$ cat src/rtl/shared_adder_arb.sv
// ============================================================================
// Module   : shared_adder_arb
// Purpose  : Time-shares one registered adder between NREQ valid/ready requesters.
//            `define ADDARB_RR_EN for round-robin grants; undefined = fixed priority.
// Revision : 1.0 - initial release
// ============================================================================
`default_nettype none

module shared_adder_arb #(
  parameter int NREQ  = 4,
  parameter int WIDTH = 8,
  parameter int IDW   = $clog2(NREQ)
) (
  input  logic                    clk,
  input  logic                    rst,
  input  logic [NREQ-1:0]         req_valid,
  output logic [NREQ-1:0]         req_ready,
  input  logic [NREQ*WIDTH-1:0]   req_a,
  input  logic [NREQ*WIDTH-1:0]   req_b,
  output logic                    rsp_valid,
  input  logic                    rsp_ready,
  output logic [IDW-1:0]          rsp_id,
  output logic [WIDTH:0]          rsp_sum,
  output logic                    busy
);

  typedef enum logic [1:0] {
    S_IDLE = 2'd0,
    S_CALC = 2'd1,
    S_RESP = 2'd2
  } state_t;

  state_t           r_state;
  logic [WIDTH-1:0] r_a;
  logic [WIDTH-1:0] r_b;
  logic [IDW-1:0]   r_id;
  logic [WIDTH:0]   r_sum;
  logic             r_rsp_valid;
  logic             r_busy;

  logic             w_found;
  logic [IDW-1:0]   w_win;
  logic [WIDTH-1:0] w_a;
  logic [WIDTH-1:0] w_b;

`ifdef ADDARB_RR_EN
  logic [IDW-1:0]   r_ptr;
  logic [IDW-1:0]   w_ptr_nxt;

  // Two passes: indices at/above ptr first, then the wrapped-around low indices.
  always_comb begin
    w_found = 1'b0;
    w_win   = '0;
    for (int i = 0; i < NREQ; i++) begin
      if (!w_found && req_valid[i] && (i >= int'(r_ptr))) begin
        w_found = 1'b1;
        w_win   = IDW'(i);
      end
    end
    for (int i = 0; i < NREQ; i++) begin
      if (!w_found && req_valid[i]) begin
        w_found = 1'b1;
        w_win   = IDW'(i);
      end
    end
  end

  // Explicit wrap so non-power-of-two NREQ never points past the last requester.
  assign w_ptr_nxt = (w_win == IDW'(NREQ-1)) ? '0 : w_win + IDW'(1);
`else
  always_comb begin
    w_found = 1'b0;
    w_win   = '0;
    for (int i = 0; i < NREQ; i++) begin
      if (!w_found && req_valid[i]) begin
        w_found = 1'b1;
        w_win   = IDW'(i);
      end
    end
  end
`endif

  always_comb begin
    w_a = '0;
    w_b = '0;
    for (int i = 0; i < NREQ; i++) begin
      if (w_win == IDW'(i)) begin
        w_a = req_a[i*WIDTH +: WIDTH];
        w_b = req_b[i*WIDTH +: WIDTH];
      end
    end
  end

  // Gated by rst so no grant is advertised while reset is held.
  always_comb begin
    req_ready = '0;
    for (int i = 0; i < NREQ; i++) begin
      req_ready[i] = !rst && (r_state == S_IDLE) && w_found && (w_win == IDW'(i));
    end
  end

  always_ff @(posedge clk or posedge rst) begin
    if (rst) begin
      r_state     <= S_IDLE;
      r_a         <= '0;
      r_b         <= '0;
      r_id        <= '0;
      r_sum       <= '0;
      r_rsp_valid <= 1'b0;
      r_busy      <= 1'b0;
`ifdef ADDARB_RR_EN
      r_ptr       <= '0;
`endif
    end else begin
      case (r_state)
        S_IDLE: begin
          if (w_found) begin
            r_a     <= w_a;
            r_b     <= w_b;
            r_id    <= w_win;
`ifdef ADDARB_RR_EN
            r_ptr   <= w_ptr_nxt;
`endif
            r_busy  <= 1'b1;
            r_state <= S_CALC;
          end
        end
        S_CALC: begin
          r_sum       <= {1'b0, r_a} + {1'b0, r_b};
          r_rsp_valid <= 1'b1;
          r_state     <= S_RESP;
        end
        S_RESP: begin
          if (rsp_ready) begin
            r_rsp_valid <= 1'b0;
            r_busy      <= 1'b0;
            r_state     <= S_IDLE;
          end
        end
        default: begin
          r_rsp_valid <= 1'b0;
          r_busy      <= 1'b0;
          r_state     <= S_IDLE;
        end
      endcase
    end
  end

  assign rsp_valid = r_rsp_valid;
  assign rsp_id    = r_id;
  assign rsp_sum   = r_sum;
  assign busy      = r_busy;

endmodule

`default_nettype wire

$ cat config.mk
export PLATFORM = sky130hd
export DESIGN_NAME = shared_adder_arb
export DESIGN_NICKNAME = d
export VERILOG_FILES = /design/src/rtl/shared_adder_arb.sv
export SDC_FILE = /design/constraint.sdc
export NUM_CORES = 1
export LEC_CHECK = 0
export ABC_AREA = 1
export CAP_MARGIN = 10
export CORE_MARGIN = 4
export CORE_UTILIZATION = 25
export CTS_BUF_LIST = sky130_fd_sc_hd__clkbuf_8 sky130_fd_sc_hd__clkbuf_16
export DETAILED_ROUTE_END_ITERATION = 8
export SLEW_MARGIN = 20
export SYNTH_ARGS = -nofsm -noshare
export SYNTH_HDL_FRONTEND = slang
export SYNTH_SLANG_ARGS = --single-unit
$ cat constraint.sdc
create_clock -name clk -period 3.1 [get_ports clk]
set_input_delay 0.62 -clock clk [delete_from_list [all_inputs] [get_ports clk]]
set_output_delay 0.62 -clock clk [all_outputs]
set_load 0.005 [all_outputs]
---- After elaboration in Yosys (flattened, before gate mapping) ----
Index checks and enable logic that the tools add are counted.
Widths: inputs -> output; s select.
cells by class
  add/sub/neg operators ................... 1
  equal/unequal tests ..................... 7
  mux-type cells .......................... 22
  bitwise logic cells ..................... 2
  reduce and logical (&&, ||, !) cells .... 19
operators with widths
  cell                count
  $mux 8              8
  $add 8x8->9         1
  $logic_and 1x1->1   9
  $mux 2              4
  $mux 1              7
  $eq 2x2->1 const B  3
  $pmux 1 s3          2
  $pmux 2 s3          1
  $reduce_and 2->1    3
  $eq 2x1->1 const B  2
  $logic_not 1->1     4
  $logic_not 2->1     2
  $ne 2x2->1 const B  2
  $reduce_and 3->1    1
  $not 1->1           2
word-level totals
  bits in registers ....................... 31
  output and inout bits ................... 17

---- Logic depth before layout (Yosys ltp) ----
  depth in word-level cells ............... 15
  depth in mapped cells ................... 9
  mapped depth without buffers ............ 9

---- Worst setup path after synthesis ----
No wires, ideal clock.
  path kind ............................... input to output
  start point ............................. input port rst
  end point ............................... output port req_ready[0]
  arrival ................................. 1.582 ns
  data required time ...................... 2.480 ns
  path slack .............................. 0.898 ns
  stages .................................. 3
  buffers on the path ..................... 0
  cells stage by stage .................... inv_1 > nand2_2 > nor2_1
between the ends
  word-level cells in the longest chain between the ends .. 4
RTL lines
  item                              RTL line  source
  start, declared                   15        input logic rst,
  $logic_not 1->1 (no source line)  -
  $logic_and 1x1->1 (3 in a row)    98        req_ready[i] = !rst && (r_state == S_IDLE) && w_found && (w_win == IDW'(i));
  end, declared                     17        output logic [NREQ-1:0] req_ready,
No other way between the ends.

---- Final worst setup path ----
  start point ............................. input port req_valid[0]
  end point ............................... output port req_ready[3]
between the ends
  word-level cells in the longest chain between the ends .. 12
  elaborated cells on any way between the ends .. 16
RTL lines
  item                                                    RTL line  source
  start, declared                                         16        input logic [NREQ-1:0] req_valid,
  $mux 1 *                                                75        if (!w_found && req_valid[i]) begin
  $logic_not 1->1                                         75
  $logic_and 1x1->1                                       75
  $mux 1                                                  75
  $logic_not 1->1                                         75
  $logic_and 1x1->1                                       75
  $mux 1                                                  75
  $logic_not 1->1                                         75
  $logic_and 1x1->1                                       75
  $mux 2 / $mux 1 (equally long branches)                 75
  $eq 2x2->1 / $logic_and 1x1->1 (equally long branches)  98
  $logic_and 1x1->1 *                                     98
Mark *: on every way between the ends. The rest lies on a longest branch, timed or not.

==> results.py <==
metrics = {
    "die": {
        "dieArea_mm2": 0.00987,
        "floorplan.core_area_mm2": 0.00818,
        "die_x_um": 99.4,
        "start_util_pct": 25.5,
        "fp.dieH_um": 99.4,
        "rows": 33,
        "ios": 88,
    },
    "clock_network": {
        "clock-sinks": 31,
        "clk_latency_ns": 0.29,
        "clk_pin_slew_worst_paths_ns": 0.07,
        "root_buffer": "clkbuf_8",
        "h-tree-depth": 2,
        "cts_buffers": 5,
        "cts-resized-gates": 0,
        "cts_setup_buffers": 0,
        "tritoncts": "yes",
        "ctsHoldBuffers": 0,
        "clock_tree.buffer_depth": 2,
    },
    "finish": {
        "final_cell_mix": "nand2_1, clkdlybuf4s50_1, nor2_1",
        "drive_above_1_share_pct": 6.48,
        "syn2layout_area_growth_pct": 50.6,
        "final_area_mm2": 0.00314,
        "fin_nets": 480,
        "final_common_cell": "nand2_1",
        "n_fill_cell": 889,
        "final_cells": 506,
        "fin_util_pct": 38.4,
        "diodes": 0,
    },
    "placement": {
        "placed_cells": 498,
        "hpwl_um": 5010,
        "placed_area_mm2": 0.00306,
        "gp_congestion": 0.828,
        "io_buffers": 87,
    },
    "synth": {
        "synth-adder-area-share_pct": 5.76,
        "syn_nets": 390,
        "synth.largest_area_cell": "dfrtp_1",
        "synthSimpleGateAreaFrac_pct": 46.0,
        "netlist_instances": 310,
        "synthMuxAreaShare_pct": 0,
        "synth_compound_area_share_pct": 2.94,
        "synth_top_area_share_pct": 37.2,
        "syn-cell-area_mm2": 0.00209,
        "seq_area_frac_synth_pct": 37.2,
        "synthXorXnorAreaFrac_pct": 0,
        "synth_top_family_by_area": "simple AND/OR/NAND/NOR gates",
        "synth_seq_cells": 31,
        "synth_warnings": 0,
        "synth_area_leaders": "dfrtp_1, nand2_1, nand3_1, nor2_1, ha_1",
        "syn_area_per_cell_um2": 6.73,
        "synth.distinct_cells": 24,
    },
    "global_route": {
        "grt_pass1_wl_um": 10100,
        "grt_max_degree": 32,
        "antenna_found_initial": 0,
        "grt_pass1_vias": 2215,
        "grt_use_total_pct": 12.8,
        "gr-total-overflow": 0,
    },
    "sta": {
        "setup_viol": 0,
        "drv_slew": 0,
        "period_needed_ns": 2.92,
        "worst_pin_slew_ns": 0.416,
        "finClkSkew_ns": 0.00933,
        "fin_setup_tns_ns": 0,
        "fmax_mhz": 342,
        "hold_viol": 0,
        "fin_crit_sh_pct": 94.3,
        "rsz0062_at_grt": "no",
        "relSlewSlack_pct": 72.0,
    },
    "drt": {
        "wl_per_cell_um": 12.0,
        "drt-pass1-iter-count": 4,
        "vias": 2214,
        "viasPerCell": 4.38,
        "drt_iter0_drc": 63,
        "drc_errors": 0,
        "wirelength_um": 6070,
        "drtAntennaViolNets": 0,
    },
    "min_path": {
        "hold_class": "reg -> reg",
    },
    "power_and_ir_drop": {
        "ir_worst_vdd_uv": 223,
        "p_clk_share_pct": 12.7,
        "p_int_uw": 1410,
        "power_leakage_uw": 0.00148,
        "pwr-share-seq_pct": 30.6,
        "p_switching_uw": 1060,
        "sw_frac_of_total_pct": 42.8,
        "combPwrFrac_pct": 56.7,
        "cellPowerDensity_mw_per_mm2": 784,
    },
    "critical_path": {
        "crit_arrival_ns": 2.30,
        "required_ns": 2.48,
        "end_kind": "output pin",
        "critPathKind": "in -> out",
        "start_kind": "primary input",
        "path_max_fanout": 10,
    },
    "job": {
        "maxCapViolations": 0,
    },
    "outcome": {
        "status": "finished clean",
    },
}
## sequential cells by signal, summed over array words and instances (netlist names)
signal,flops
busy,1
r_a,8
r_b,8
r_state,2
rsp_id,2
rsp_sum,9
rsp_valid,1
## critical path, stage by stage
cell             delay (ns)
clkdlybuf4s50_1        0.49
nor2_4                 0.27
nand3_2                0.15
nand2_4                0.14
inv_2                  0.05
nand2_2                0.09
nor2_1                 0.05
clkdlybuf4s50_1        0.44
## Yosys cell counts
cell       n
nand2_1  122
nor2_1    42
nand3_1   39
dfrtp_1   31
inv_1     21
nand4_1   12
ha_1       8
a21oi_1    4
buf_2      4
inv_2      4
o21ai_0    4
buf_4      3
buf_6      3
nor2_4     2
or2_2      2
a31oi_1    1
fa_1       1
nand2_2    1
nand2_4    1
nand3_2    1
nor2_2     1
nor3_1     1
o21ai_2    1
o22ai_1    1
## layout make-up
cell class	instances	area (um^2)	share of cell area (%)
well taps	105	131	4.18
repair buffers	93	916	29.1
multi-input cells	244	1140	36.3
clock buffers	5	68.8	2.19
clock inverters	3	16.3	0.518
flip-flops and latches	31	776	24.7
inverters	25	93.8	2.99
## worst paths after layout
check,from,to,slack (ns),cells past startpoint
min in group asynchronous,rst,rsp_sum[6],0.80,3
worst max register to register,r_a[0],rsp_sum[8],1.43,8
worst min register to register,rsp_sum[7],rsp_sum[7],0.48,2
max in group asynchronous,rst,r_b[2],2.01,3
worst min-delay path,rsp_sum[7],rsp_sum[7],0.48,2
worst max-delay path,req_valid[0],req_ready[3],0.18,8
## power groups by stage
| stage | Combinational, uW | Sequential (uW) | Clock (uW) |
|---|---|---|---|
| after floorplan | 966 | 728 | 0 |
| after global placement | 1390 | 768 | 0 |
| after global routing | 1630 | 780 | 342 |
| after CTS | 1420 | 762 | 318 |
| after detailed placement | 1410 | 770 | 0 |
| final | 1400 | 756 | 312 |
## cells by family (layout without fill, tap and decap cells)
kind of cell / count (synthesis) / in the layout
buf+inv: 35 / 126
flops: 31 / 31
compound gates: 11 / 11
simple gates: 224 / 224
fa+ha+maj: 9 / 9
## metrics by stage
stage / worst slack (ns) / power, uW / hold slack (ns)
after detailed placement: 0.173 / 2180 / 0.463
after global placement: 0.224 / 2160 / 0.461
after floorplan: 0.898 / 1690 / 0.453
final: 0.177 / 2470 / 0.481
after global routing: 0.0603 / 2750 / 0.502
after CTS: 0.165 / 2500 / 0.480
## layer usage
layer / vias to the layer above / global-route usage, % / part of all wire, %
met5: - / 0 / 0
met3: 5 / 5.61 / 11
met1: 945 / 17.0 / 46
met2: 88 / 19.5 / 42
li1: 1176 / - / -
met4: 0 / 2.52 / 0.94
No activity file was read; power rests on OpenSTA's default activity.
